$ cat src/rtl/stm_focus_writer_pkg.sv
// Shared definitions for the focus-STM writer and the stm focus reader.
// A focus entry is 64 bits split into four 16-bit BRAM words:
//   {2'b00, intensity[7:0], z[17:0], y[17:0], x[17:0]}
// pack_focus_word() is the single source of truth for that layout.
package stm_focus_writer_pkg;

  localparam int unsigned STM_FOCUS_WORDS   = 4;
  localparam int unsigned STM_FOCUS_COORD_W = 18;
  localparam int unsigned STM_IDX_W         = 13;

  typedef enum logic [2:0] {
    StIdle,
    StAccept,
    StWr0,
    StWr1,
    StWr2,
    StWr3,
    StFinish
  } state_e;

  function automatic logic [15:0] pack_focus_word(
    input logic [STM_FOCUS_COORD_W-1:0] x,
    input logic [STM_FOCUS_COORD_W-1:0] y,
    input logic [STM_FOCUS_COORD_W-1:0] z,
    input logic [7:0]                   intensity,
    input logic [1:0]                   word
  );
    logic [15:0] w;
    case (word)
      2'd0:    w = x[15:0];
      2'd1:    w = {y[13:0], x[17:16]};
      2'd2:    w = {z[11:0], y[17:14]};
      default: w = {2'b00, intensity, z[17:12]};
    endcase
    return w;
  endfunction

endpackage

$ cat src/rtl/stm_focus_writer.sv
// Packs a stream of focus points into 64-bit focus-STM entries and writes them
// 16 bits at a time into the STM BRAM segment.
// Ports:
//   CLK, RST_N        clock, asynchronous active-low reset
//   START, SEGMENT,   session start (ignored while BUSY), target segment and
//   NUM_FOCI          foci per pattern, latched at an accepted START
//   FOCUS_*           valid/ready focus stream, LAST marks the final focus
//   MEM_*             BRAM write port, MEM_ADDR = {pattern_idx, focus_idx, word}
//   BUSY, DONE        session in progress / one-cycle end pulse
//   CYCLE             patterns written minus one, valid at DONE
//   ERROR             sticky, cleared by the next accepted START
// All outputs come straight from flops.
module stm_focus_writer
  import stm_focus_writer_pkg::*;
#(
  parameter int unsigned MAX_FOCI = 8,
  parameter int unsigned IDX_W    = STM_IDX_W,
  localparam int unsigned FW      = $clog2(MAX_FOCI),
  localparam int unsigned AW      = IDX_W + FW + 2
) (
  input  logic          CLK,
  input  logic          RST_N,
  input  logic          START,
  input  logic          SEGMENT,
  input  logic [3:0]    NUM_FOCI,
  input  logic          FOCUS_VALID,
  output logic          FOCUS_READY,
  input  logic [17:0]   FOCUS_X,
  input  logic [17:0]   FOCUS_Y,
  input  logic [17:0]   FOCUS_Z,
  input  logic [7:0]    FOCUS_INTENSITY,
  input  logic          FOCUS_LAST,
  output logic          MEM_WE,
  output logic          MEM_SEGMENT,
  output logic [AW-1:0] MEM_ADDR,
  output logic [15:0]   MEM_DIN,
  output logic          BUSY,
  output logic          DONE,
  output logic [IDX_W-1:0] CYCLE,
  output logic          ERROR
);

  state_e state_q, state_d;

  logic             seg_q;
  logic [3:0]       nfoci_q;
  logic [FW-1:0]    fidx_q, fidx_d;
  logic [IDX_W-1:0] pidx_q, pidx_d;
  logic [17:0]      x_q, y_q, z_q;
  logic [7:0]       int_q;
  logic             last_q;

  logic             we_d, mseg_d, busy_d, done_d, error_d, ready_d;
  logic [AW-1:0]    addr_d;
  logic [15:0]      din_d;
  logic [IDX_W-1:0] cycle_d;

  logic       start_ok, start_bad, accept, at_end;
  logic [1:0] word_d;
  logic [17:0] px, py, pz;
  logic [7:0]  pint;

  assign start_ok  = (state_q == StIdle) && START &&
                     (NUM_FOCI != 4'd0) && (32'(NUM_FOCI) <= MAX_FOCI);
  assign start_bad = (state_q == StIdle) && START && !start_ok;
  assign accept    = (state_q == StAccept) && FOCUS_VALID;
  assign at_end    = (4'(fidx_q) == nfoci_q - 4'd1);

  always_comb begin
    state_d = state_q;
    fidx_d  = fidx_q;
    pidx_d  = pidx_q;
    error_d = ERROR;
    unique case (state_q)
      StIdle: begin
        if (start_ok) begin
          state_d = StAccept;
          fidx_d  = '0;
          pidx_d  = '0;
          error_d = 1'b0;
        end else if (start_bad) begin
          error_d = 1'b1;
        end
      end
      StAccept: if (FOCUS_VALID) state_d = StWr0;
      StWr0:    state_d = StWr1;
      StWr1:    state_d = StWr2;
      StWr2:    state_d = StWr3;
      StWr3: begin
        if (last_q) begin
          state_d = StFinish;
          if (!at_end) error_d = 1'b1;
        end else if (at_end) begin
          fidx_d = '0;
          if (pidx_q == '1) begin
            // Segment full: every pattern slot is valid, so CYCLE stays at max.
            error_d = 1'b1;
            state_d = StFinish;
          end else begin
            pidx_d  = pidx_q + 1'b1;
            state_d = StAccept;
          end
        end else begin
          fidx_d  = fidx_q + 1'b1;
          state_d = StAccept;
        end
      end
      StFinish: state_d = StIdle;
      default:  state_d = StIdle;
    endcase
  end

  // Output next-state, derived from the state being entered so every output is a flop.
  always_comb begin
    word_d = 2'd0;
    we_d   = 1'b1;
    unique case (state_d)
      StWr0:   word_d = 2'd0;
      StWr1:   word_d = 2'd1;
      StWr2:   word_d = 2'd2;
      StWr3:   word_d = 2'd3;
      default: we_d   = 1'b0;
    endcase

    // WR0 data is produced on the accept edge, before the focus registers load.
    if (state_q == StAccept) begin
      px = FOCUS_X; py = FOCUS_Y; pz = FOCUS_Z; pint = FOCUS_INTENSITY;
    end else begin
      px = x_q;     py = y_q;     pz = z_q;     pint = int_q;
    end

    addr_d  = MEM_ADDR;
    din_d   = MEM_DIN;
    mseg_d  = MEM_SEGMENT;
    if (we_d) begin
      addr_d = {pidx_q, fidx_q, word_d};
      din_d  = pack_focus_word(px, py, pz, pint, word_d);
      mseg_d = seg_q;
    end

    ready_d = (state_d == StAccept);
    busy_d  = (state_d != StIdle);
    done_d  = (state_d == StFinish) || start_bad;
    cycle_d = (state_d == StFinish) ? pidx_q : CYCLE;
  end

  always_ff @(posedge CLK or negedge RST_N) begin
    if (!RST_N) begin
      state_q     <= StIdle;
      seg_q       <= 1'b0;
      nfoci_q     <= '0;
      fidx_q      <= '0;
      pidx_q      <= '0;
      x_q         <= '0;
      y_q         <= '0;
      z_q         <= '0;
      int_q       <= '0;
      last_q      <= 1'b0;
      FOCUS_READY <= 1'b0;
      MEM_WE      <= 1'b0;
      MEM_SEGMENT <= 1'b0;
      MEM_ADDR    <= '0;
      MEM_DIN     <= '0;
      BUSY        <= 1'b0;
      DONE        <= 1'b0;
      CYCLE       <= '0;
      ERROR       <= 1'b0;
    end else begin
      state_q     <= state_d;
      fidx_q      <= fidx_d;
      pidx_q      <= pidx_d;
      if (start_ok) begin
        seg_q   <= SEGMENT;
        nfoci_q <= NUM_FOCI;
      end
      if (accept) begin
        x_q    <= FOCUS_X;
        y_q    <= FOCUS_Y;
        z_q    <= FOCUS_Z;
        int_q  <= FOCUS_INTENSITY;
        last_q <= FOCUS_LAST;
      end
      FOCUS_READY <= ready_d;
      MEM_WE      <= we_d;
      MEM_SEGMENT <= mseg_d;
      MEM_ADDR    <= addr_d;
      MEM_DIN     <= din_d;
      BUSY        <= busy_d;
      DONE        <= done_d;
      CYCLE       <= cycle_d;
      ERROR       <= error_d;
    end
  end

endmodule

$ cat config.mk
export PLATFORM = sky130hd
export DESIGN_NAME = stm_focus_writer
export DESIGN_NICKNAME = d
export VERILOG_FILES = /design/src/rtl/stm_focus_writer_pkg.sv /design/src/rtl/stm_focus_writer.sv
export SDC_FILE = /design/constraint.sdc
export NUM_CORES = 1
export LEC_CHECK = 0
export ABC_AREA = 1
export BUFFER_PORTS_ARGS = -buffer_cell sky130_fd_sc_hd__buf_4
export CORE_ASPECT_RATIO = 0.6
export CORE_MARGIN = 4
export CORE_UTILIZATION = 50
export DETAILED_ROUTE_END_ITERATION = 7
export GPL_ROUTABILITY_DRIVEN = 0
export PLACE_DENSITY = 0.82
export SYNTH_ARGS = -nofsm -noshare
export SYNTH_HDL_FRONTEND = slang
export SYNTH_SLANG_ARGS = --single-unit
$ cat constraint.sdc
create_clock -name CLK -period 4.5 [get_ports CLK]
set_clock_uncertainty 0.2 [all_clocks]
set_input_delay 0.675 -clock CLK [delete_from_list [all_inputs] [get_ports CLK]]
set_output_delay 0.675 -clock CLK [all_outputs]
set_load 0.005 [all_outputs]
# Yosys cells after proc, flatten, opt, wreduce, memory -nomap -nowiden
# Cells that the tools add are included.
totals:
  ff_bits: 140
  input_bits: 72
  out_inout_bits: 53
  word_cells: 91
op_classes:
  addsub: 3
  order_cmp: 1
  n_eq_ne: 23
  n_mux: 29
  n_reduce_logical: 16
ops:
  columns: ["cell", "n"]
  rows:
  - ["$mux W18", 3]
  - ["$mux W13", 4]
  - ["$pmux W16 S3", 1]
  - ["$pmux W13 S2", 1]
  - ["$mux W3", 8]
  - ["$pmux W3 S6", 1]
  - ["$eq A3 B3 Y1 const B", 5]
  - ["$add A13 B1 Y13 const B", 1]
  - ["$eq A13 B13 Y1 const B", 1]
  - ["$eq A3 B2 Y1 const B", 4]
  - ["$ne A3 B3 Y1 const B", 4]
  - ["$reduce_and A5 Y1", 2]
  - ["$mux W8", 1]
  - ["$ne A2 B2 Y1 const B", 4]
  - ["$mux W1", 7]
  - ["$eq A3 B1 Y1 const B", 2]
  - ["$pmux W2 S3", 1]
  - ["$pmux W3 S2", 1]
  - ["$logic_and A1 B1 Y1", 5]
  - ["$eq A3 B4 Y1", 1]
  - ["$le A4 B4 Y1 const B", 1]
  - ["$reduce_bool A4 Y1", 1]
  - ["$reduce_or A4 Y1", 1]
  - ["$sub A4 B1 Y4 const B", 1]
  - ["other kinds (11)", 11]

# Logic depth before layout (Yosys ltp)
# Gate-level depths: netlist of run 1.
depth:
  ltp_word: 10
  mapped_depth: 14
  depth_no_buf: 14

# Worst setup path after synthesis of run 1
# OpenSTA, ideal clock, no wires.
synth_path:
  path_type: "register -> register"
  startpoint: "register nfoci_q[0]"
  endpoint: "register pidx_q[4]"
  setup_ps: 122
  arrival_time_ps: 1583
  required_time_ps: 4178
  slack_ps: 2595
  stages_incl_launch_ff: 11
  path_buffers: 1
  synth_period_minus_slack_ps: 1905
  cell_sequence: "dfrtp_1 -> inv_1 -> ha_1 -> xnor2_1 -> nor2_2 -> nand3_2 -> nand2_2 -> nand2_2 -> nor2_8 -> buf_8 -> o21ai_2"
synth_via:
  elab_chain_len: 4
synth_rtl:
  columns: ["element", "line_no", "source"]
  rows:
  - ["start: declaration", "stm_focus_writer.sv:46", "logic [3:0] nfoci_q;"]
  - ["start signal: assignment", "stm_focus_writer.sv:151", "nfoci_q <= '0;"]
  - ["start signal: assignment", "stm_focus_writer.sv:174", "nfoci_q <= NUM_FOCI;"]
  - ["$sub A4 B1 Y4", "stm_focus_writer.sv:67", "assign at_end = (4'(fidx_q) == nfoci_q - 4'd1);"]
  - ["$eq A3 B4 Y1", "stm_focus_writer.sv:67", null]
  - ["$ne A2 B2 Y1 (no line)", null, null]
  - ["$reduce_and A5 Y1 (no line)", null, null]
  - ["end signal: assignment", "stm_focus_writer.sv:171", "pidx_q <= pidx_d;"]
  - ["end: declaration", "stm_focus_writer.sv:48", "logic [IDX_W-1:0] pidx_q, pidx_d;"]
# Every way passes these cells.
# A chain may end at the register's enable or synchronous reset.

# Worst setup path in the final report of run 1
layout_path:
  startpoint: "register state_q[0]"
  endpoint: "register MEM_ADDR[16]"
layout_via:
  elab_chain_len: 9
  word_cells_on_any_way: 18
  classes_between: "eq/ne (9); mux (4); reduce/logical (5)"
layout_rtl:
  columns: ["element", "line_no", "source"]
  rows:
  - ["start: declaration", "stm_focus_writer.sv:43", "state_e state_q, state_d;"]
  - ["start signal: assignment", "stm_focus_writer.sv:149", "state_q <= StIdle;"]
  - ["start signal: assignment", "stm_focus_writer.sv:169", "state_q <= state_d;"]
  - ["$logic_not A3 Y1", "stm_focus_writer.sv:63, stm_focus_writer.sv:74", null]
  - ["$logic_and A1 B1 Y1 (2 in series)", "stm_focus_writer.sv:63", "assign start_ok = (state_q == StIdle) && START &&"]
  - ["$logic_and A1 B1 Y1", "stm_focus_writer.sv:64", "(NUM_FOCI != 4'd0) && (32'(NUM_FOCI) <= MAX_FOCI);"]
  - ["$mux W3", "stm_focus_writer.sv:76", "if (start_ok) begin"]
  - ["$pmux W3 S6 *", "stm_focus_writer.sv:74", "unique case (state_q)"]
  - ["$eq A3 B3 Y1 / $eq A3 B2 Y1 (equally long branches)", "stm_focus_writer.sv:117", "unique case (state_d)"]
  - ["$reduce_or A4 Y1 (no line) *", null, null]
  - ["$mux W1 *", "stm_focus_writer.sv:117", null]
  - ["end signal: assignment", "stm_focus_writer.sv:186", "MEM_ADDR <= addr_d;"]
  - ["end: declaration", "stm_focus_writer.sv:35", "output logic [AW-1:0] MEM_ADDR,"]
# Every way passes the cells marked *; elsewhere a longest branch is shown, timed or not.

==> results.yml, run 1 <==
yosys:
  yosysSeqAreaShare_pct: 51.7
  synthTopCellsByArea: "dfrtp_1 52%, mux2_2 7.6%, nand2_1 6.9%"
  synth_ff_type: "dfrtp_1"
  synthCells: 671
  syn_nets: 746
  synth-edff-count: 0
  synthArstFlopShare_pct: 100
  syn_avg_cell_area_um2: 10.1
  syn_area_um2: 6780
  yosys.area.top_type: "dfrtp_1"
  ys_warn_count: 0
  yosysUniqueCellTypes: 37
  synth_top_area_share_pct: 51.7
  synth_seq_cells: 140
timing:
  hold_viol_final: 0
  setup_viol: 0
  fin_crit_sh_pct: 70.5
  setup_tns_ps: 0
  worst_hold_slack_ps: 78.7
  layout_min_cycle_time_ps: 3170
  finalWorstSetupSlack_ps: 1330
  slew_violations: 0
  worst_pin_slew_ps: 897
  rsz0062_at_grt: "false"
  max_slew_margin_pct: 40.2
  max_freq_mhz: 315
worst_setup_path:
  cp_slowest_cell: "dfrtp_1"
  r2r-start: "state_q[0]"
  cp-start-kind: "flop"
  cp.arrival_ps: 3270
  path_max_fanout: 48
  rr_endpoint: "MEM_ADDR[16]"
  r2r_setup_slack_ps: 1330
  required_ps: 4590
  slowest_delay_ps: 830
  critPathLaunch: "state_q[0]"
  end_kind: "flop"
  r2r_cells: 6
  crit_type: "reg -> reg"
  path_cells: "inv_2 -> nand3_2 -> nand2_2 -> nor2_8 -> nand2_4 -> mux2_4"
route:
  wl_met2_mm: 7.33
  vias: 5430
  top_layer_used: "met4"
  ant_nets: 0
  route.detailed.drc: 0
  totalWireLength_mm: 18.0
  firstDrtPassIters: 6
  wl_met1_mm: 8.40
  wl_per_cell_um: 18.7
  drt_iter0_drc: 560
  wl_met3_mm: 2.02
  avgViaCountPerCell: 5.64
die:
  core_um2: 13100
  die_x_um: 158
  rows: 32
  start_util_pct: 52.0
  die-area_um2: 15600
  ioPinCount: 125
  die_h_um: 98.2
final_layout:
  drive_above_1_share_pct: 34.7
  final_cell_area_um2: 8330
  fin_cells: 962
  multi_input_area_um2: 2840
  area_growth_pct: 22.8
  nFillCells: 1013
  final_util_pct: 63.8
  layout_commonest_cell: "dfrtp_1"
  regArea_um2: 3500
  diodes: 0
  num-nets-final: 854
  layout_common_cells: "140 x dfrtp_1, 127 x buf_4, 124 x nand2_1"
placed_design:
  dp_hpwl_mm: 12.5
  dpl_cell_area_um2: 7730
  port_buffers: 124
  placed_cells: 930
  pre_cts_slack_ps: 1380
grt:
  grt_max_degree: 83
  overflow: 0
  grtUsageTotal_pct: 23.8
  antenna_found_initial: 0
  grt_pass1_vias: 5193
  grt_pass1_wl_mm: 28.7
cts:
  cts_resized: 0
  cts_setup_buffers: 0
  ctsHoldBuffers: 0
  root_buffer: "clkbuf_16"
  cts_tree: "done"
  cts_buffer_depth: 2
  clk_latency_ps: 420
  htreeDepth: 4
  clk_pin_slew_ps: 60
  cts_sinks: 140
  cts_buffers: 17
pwr:
  vdd_ir_drop_max_mv: 0.420
  p_leak_nw: 3.93
  p_total_mw: 5.97
  power_density_nw_per_um2: 717
hold_path:
  min_path_type: "in -> async"
job:
  max-cap-violations: 0
run_status:
  status: "finished clean"
==> worst max-delay path: cells and delay by family, from the launching register on <==
kind	cells	cell delay, ps
multiplexers	1	460
flip-flops	1	830
AND/OR/NAND/NOR	4	1040
buffers and inverters	1	490
==> logic make-up (layout without fill, tap and decap cells) <==
logic type      Yosys count  count (layout)  synth area share, %
xor+xnor                 11              11                 1.42
mux                      65              65                 11.8
simple gates            276             276                 20.5
fa+ha+maj                 3               3                0.553
flops                   140             140                 51.7
compound gates           84              84                 7.36
buf+inv                  92             213                 6.66
==> power breakdown <==
group          total [mW]  switching, mW  internal, mW
Combinational        2.35           1.26          1.09
Clock                1.44          0.536         0.902
Sequential           2.18          0.407          1.78
Total                5.97           2.20          3.77
==> worst max path at each step <==
stage | to | slack (ps)
floorplan | pidx_q[4] | 2590
global placement | MEM_SEGMENT | 1470
detailed placement | MEM_DIN[8] | 1380
CTS | MEM_ADDR[2] | 1370
global route | MEM_ADDR[16] | 1130
finish | MEM_ADDR[16] | 1330
==> routing by layer <==
metal / GRT usage (%) / vias up
li1: - / 2492
met1: 38.0 / 2636
met2: 30.7 / 275
met3: 8.41 / 27
met4: 4.98 / 0
met5: 0 / -
==> area by class of cell <==
| class | count | area share (%) |
|---|---|---|
| timing repair buffer | 128 | 11.6 |
| clock inverter | 10 | 1.67 |
| tap | 170 | 2.55 |
| multi-input combinational | 439 | 34.1 |
| clock buffer | 22 | 5.57 |
| sequential | 140 | 42.1 |
| inverter | 53 | 2.48 |
==> sequential cells by signal (all words and copies together), names as in the netlist, 3 cells and up <==
signal / cells
MEM_DIN: 16
CYCLE: 13
y_q: 18
pidx_q: 13
x_q: 18
int_q: 8
nfoci_q: 4
fidx_q: 3
MEM_ADDR: 18
z_q: 18
state_q: 3
==> Yosys cell counts, types with 2 or more instances <==
library cell    n
a21oi_1         7
a21oi_2         9
buf_2          10
buf_4           2
buf_6           9
clkbuf_1       17
dfrtp_1       140
ha_1            3
inv_1          44
inv_2           7
mux2_2         46
mux2_4         19
nand2_1       124
nand2_2         9
nand2_4         3
nand3_1        22
nand3_2         4
nand4_1        63
nor2_1         39
nor2_2          3
nor2_8          3
nor3_1          2
o21ai_0        38
o21ai_1        19
o21ai_2         8
xnor2_1         2
xor2_1          9
Note: power is estimated with default switching activity, not from simulation.
==> inputs of run 2 (changes only) <==
Clock period 4.5 ns to 2.99 ns, I/O delays scaled along.
==> run 2 against run 1 <==
Maximum frequency is 30% higher; critical path type unchanged; wire length increased by 0.78%; non-clock buffer count rose by 6.
==> results.yml, run 2 (synthesized netlist as in run 1, its figures left out) <==
grt:
  grt_pass1_vias: 5234
  grt_max_degree: 83
  antenna_found_initial: 0
  grt_pass1_wl_mm: 28.7
  grtUsageTotal_pct: 23.8
  overflow: 0
die:
  start_util_pct: 52.0
  core_um2: 13100
  die_h_um: 98.2
  die-area_um2: 15600
  die_x_um: 158
  rows: 32
  ioPinCount: 125
timing:
  rsz0062_at_grt: "false"
  setup_tns_ps: 0
  fin_crit_sh_pct: 81.5
  worst_pin_slew_ps: 562
  setup_viol: 0
  hold_viol_final: 0
  layout_min_cycle_time_ps: 2440
  worst_hold_slack_ps: 36.7
  max_freq_mhz: 411
  max_slew_margin_pct: 62.4
  slew_violations: 0
final_layout:
  layout_commonest_cell: "dfrtp_1"
  num-nets-final: 860
  layout_common_cells: "140 x dfrtp_1, 130 x buf_4, 124 x nand2_1"
  area_growth_pct: 24.1
  fin_cells: 968
  drive_above_1_share_pct: 35.5
  diodes: 0
  nFillCells: 1019
route:
  totalWireLength_mm: 18.1
  route.detailed.drc: 0
  ant_nets: 0
  avgViaCountPerCell: 5.63
  firstDrtPassIters: 6
  wl_met2_mm: 7.53
  vias: 5453
  top_layer_used: "met4"
  wl_per_cell_um: 18.7
  drt_iter0_drc: 548
  wl_met1_mm: 8.52
  wl_met3_mm: 1.91
worst_setup_path:
  path_cells: "buf_4 -> inv_2 -> nand3_2 -> nand2_2 -> nor2_8 -> nand2_4 -> buf_4 -> nor2_1 -> a21oi_2"
  slowest_delay_ps: 350
  path_delay_family: "simple AND/OR/NAND/NOR gates"
  crit_type: "reg -> reg"
  critPathBufInv: 3
  path_max_fanout: 29
  cp_slowest_cell: "buf_4"
  required_ps: 3090
  end_kind: "flop"
  crit_path_frequent_cell: "buf_4"
  cp-start-kind: "flop"
  r2r-start: "state_q[0]"
  cp.arrival_ps: 2530
  critPathLaunch: "state_q[0]"
cts:
  htreeDepth: 4
  cts_buffers: 17
  cts_sinks: 140
  cts_tree: "done"
  clk_latency_ps: 420
  clk_pin_slew_ps: 70
  cts_buffer_depth: 2
  cts_setup_buffers: 0
  root_buffer: "clkbuf_16"
run_status:
  status: "finished clean"
pwr:
  vdd_ir_drop_max_mv: 0.457
  seq_power_share_pct: 35.3
  power_density_nw_per_um2: 1080
  power.internal_mw: 5.63
  switchingPower_mw: 3.44
  p_sw_share_pct: 37.9
  p_leak_nw: 3.98
  p_clk_share_pct: 24.5
  comb_power_share_pct: 40.2
hold_path:
  min_path_type: "in -> reg"
  hold_start: "SEGMENT"
placed_design:
  dp_hpwl_mm: 12.5
  port_buffers: 124
  placed_cells: 935
job:
  max-cap-violations: 0
==> run 2: cell count changes in the layout (fill, tap and decap cells not counted), sizes merged <==
cell         previous run  this run
buf                   128       133
inv                    54        63
clkinv                  5         2
bufinv                  3         2
dlygate4sd3             0         1
clkbuf                 22        17
==> run 2: worst paths after layout <==
path,end,cells after the start,slack (ps)
max,MEM_ADDR[9],9,550
min reg2reg,seg_q,2,290
max reg2reg,MEM_ADDR[9],9,550
max in group asynchronous,nfoci_q[3],3,1430
min in group asynchronous,z_q[4],2,340
min,seg_q,3,40
==> run 2: layout make-up <==
type	instances	area (um^2)	share of cell area, %
Multi-Input combinational cell	439	2840	33.7
Tap cell	170	213	2.53
Clock buffer	17	425	5.06
Clock inverter	15	190	2.26
Sequential cell	140	3500	41.6
Inverter	53	206	2.45
Timing Repair Buffer	134	1040	12.3
==> run 2: per-stage QoR <==
step / worst slack [ps] / total power [mW] / area [um^2] / util, %
after global routing: 408 / 9.58 / 8420 / 64.5
final: 554 / 9.07 / 8420 / 64.5
after floorplan: 1080 / 5.71 / 6780 / -
after CTS: 592 / 9.05 / 8420 / 64.5
after detailed placement: 580 / 6.77 / 7790 / 59.7
after global placement: 655 / 6.64 / 7790 / 59.7
==> run 2: worst register-to-register path: stages (launching register included) <==
cell and delay, ps:
dfrtp_1 320, buf_4 270, inv_2 150, nand3_2 120
nand2_2 90, nor2_8 270, nand2_4 310, buf_4 350
nor2_1 180, a21oi_2 50
==> run 2: power by group through the flow <==
| stage | Sequential [mW] | Combinational, mW | Clock, mW |
|---|---|---|---|
| 6_report | 3.21 | 3.64 | 2.22 |
| 4_1_cts | 3.18 | 3.63 | 2.24 |
| 5_1_grt | 3.27 | 3.99 | 2.32 |
| 3_3_place_gp | 3.18 | 3.45 | 0 |
| 3_5_place_dp | 3.18 | 3.59 | 0 |
| 2_1_floorplan | 3.03 | 2.68 | 0 |
==> run 2: layer usage <==
layer / up-vias / GRT usage [%]
li1: 2507 / -
met1: 2643 / 37.2
met3: 17 / 7.75
met4: 0 / 6.16
met2: 286 / 31.6
met5: - / 0
==> run 2: repair_timing <==
item / 4_1_cts / 5_1_grt
resized for setup: 0 / 0
hold endpoints to repair: 50 / 0
hold buffers: 1 / 0
==> inputs of run 3 (changes only) <==
Clock period 2.99 ns to 2.5 ns, I/O delays scaled along.
==> run 3 against run 2 <==
Sequential share of layout area decreased by 2.0 points; die area did not move; maximum frequency increased by 4.1%; wire length up 4.3%; clock power grew 13%; sequential power up 20%; worst hold slack worse by 30 ps; utilization rose by 3.3 points; sequential cell count did not move; non-clock buffer count is 50 higher; combinational power increased by 26%; critical endpoint is now MEM_ADDR[5]; largest cell class unchanged; largest power group unchanged.
==> results.yml, run 3 (synthesized netlist as in run 1, its figures left out) <==
hold_path:
  worst_hold_path.num_cells: 2
  min_path_type: "in -> reg"
  min_to: "int_q[4]"
  hold_start: "FOCUS_INTENSITY[4]"
placed_design:
  dp_hpwl_mm: 12.5
  port_buffers: 124
  placed_cells: 943
  dpl_cell_area_um2: 7840
die:
  rows: 32
  ioPinCount: 125
  core_um2: 13100
  start_util_pct: 52.0
  die_h_um: 98.2
  die-area_um2: 15600
  die_x_um: 158
worst_setup_path:
  cp-start-kind: "flop"
  slowest_delay_ps: 580
  required_ps: 2580
  end_kind: "flop"
  r2r_cells: 8
  path_max_fanout: 29
  crit_type: "reg -> reg"
  r2r_setup_slack_ps: 160
  cp.arrival_ps: 2420
  rr_endpoint: "MEM_ADDR[5]"
  cp_slowest_cell: "dfrtp_1"
  path_cells: "inv_4 -> nand3_2 -> nand2_2 -> nor2_8 -> nand2_4 -> buf_4 -> nor2_1 -> a21oi_1"
  r2r-start: "state_q[2]"
route:
  ant_nets: 0
  firstDrtPassIters: 5
  wl_per_cell_um: 18.6
  drt_iter0_drc: 720
  route.detailed.drc: 0
  avgViaCountPerCell: 5.55
  totalWireLength_mm: 18.9
  vias: 5641
timing:
  max_slew_margin_pct: 59.7
  layout_min_cycle_time_ps: 2340
  rsz0062_at_grt: "false"
  setup_viol: 0
  max_freq_mhz: 427
  worst_pin_slew_ps: 605
  slew_violations: 0
  hold_viol_final: 0
  fin_crit_sh_pct: 93.6
  setup_tns_ps: 0
final_layout:
  fin_cells: 1016
  layout_common_cells: "140 x dfrtp_1, 139 x buf_4, 124 x nand2_1"
  final_cell_area_um2: 8850
  area_growth_pct: 30.5
  num-nets-final: 910
  layout_commonest_cell: "dfrtp_1"
  drive_above_1_share_pct: 34.0
  final_util_pct: 67.8
cts:
  root_buffer: "clkbuf_16"
  clk_pin_slew_ps: 60
  cts_setup_buffers: 0
  ctsHoldBuffers: 36
  cts_sinks: 140
  cts_buffers: 17
  clk_latency_ps: 410
  htreeDepth: 4
  cts_resized: 0
  cts_tree: "done"
  cts_buffer_depth: 2
pwr:
  power_density_nw_per_um2: 1240
  p_leak_nw: 4.16
  vdd_ir_drop_max_mv: 0.618
  p_total_mw: 10.9
grt:
  overflow: 0
  grt_max_degree: 85
  grtUsageTotal_pct: 24.7
  antenna_found_initial: 1
  grt_pass1_wl_mm: 29.8
  grt_pass1_vias: 5451
run_status:
  status: "finished clean"
job:
  max-cap-violations: 0
[run 3: cell count changes in the layout (fill, tap and decap cells not counted), moves of 2 or more]
cell	before	now
dlygate4sd3_1	1	43
inv_6	4	1
inv_8	7	0
clkinvlp_4	1	3
clkinv_2	0	2
buf_4	130	139
[run 3: cell type report]
type / instances / area [um^2]
Timing Repair Buffer: 184 / 1510
Antenna cell: 1 / 2.50
Clock buffer: 18 / 429
Inverter: 53 / 206
Clock inverter: 11 / 149
Fill cell: 932 / 4200
Tap cell: 170 / 213
Multi-Input combinational cell: 439 / 2840
Sequential cell: 140 / 3500
[run 3: metal layers]
layer	up-vias	GRT usage (%)	wire length (um)	part of all wire, %
met5	-	0	0	0
met4	0	6.82	379	2.0
met3	35	8.06	1890	10
met2	281	33.8	7920	42
met1	2720	37.4	8710	46
li1	2605	-	-	-
[run 3: worst max-delay path by stage]
| stage | start | endpoint | slack (ps) | depth (start not counted) |
|---|---|---|---|---|
| after global placement | state_q[0] | pidx_q[7] | 280 | 10 |
| final | state_q[2] | MEM_ADDR[5] | 160 | 8 |
| after CTS | state_q[1] | MEM_ADDR[5] | 200 | 7 |
| after detailed placement | state_q[2] | MEM_ADDR[9] | 250 | 8 |
| after floorplan | nfoci_q[0] | pidx_q[4] | 590 | 10 |
| after global routing | state_q[2] | MEM_ADDR[12] | 20 | 8 |
[run 3: metrics by stage]
| step | setup WS (ps) | hold slack (ps) |
|---|---|---|
| floorplan | 595 | -121 |
| global placement | 279 | 43.2 |
| detailed placement | 254 | 44.9 |
| CTS | 199 | 1.56 |
| global route | 21.7 | 1.68 |
| finish | 160 | 6.47 |
[run 3: power breakdown]
part	total [mW]	internal, mW	leakage, nW	switching [mW]
Combinational	4.57	2.12	2.13	2.46
Sequential	3.84	3.20	1.76	0.645
Clock	2.51	1.55	0.274	0.963
[run 3: worst max-delay path: cells and delay by family (launching register included)]
kind	cells	cell delay (ps)
buffers and inverters	2	490
AND/OR/NAND/NOR	5	850
AO/OA/AOI/OAI	1	70
flip-flops	1	580
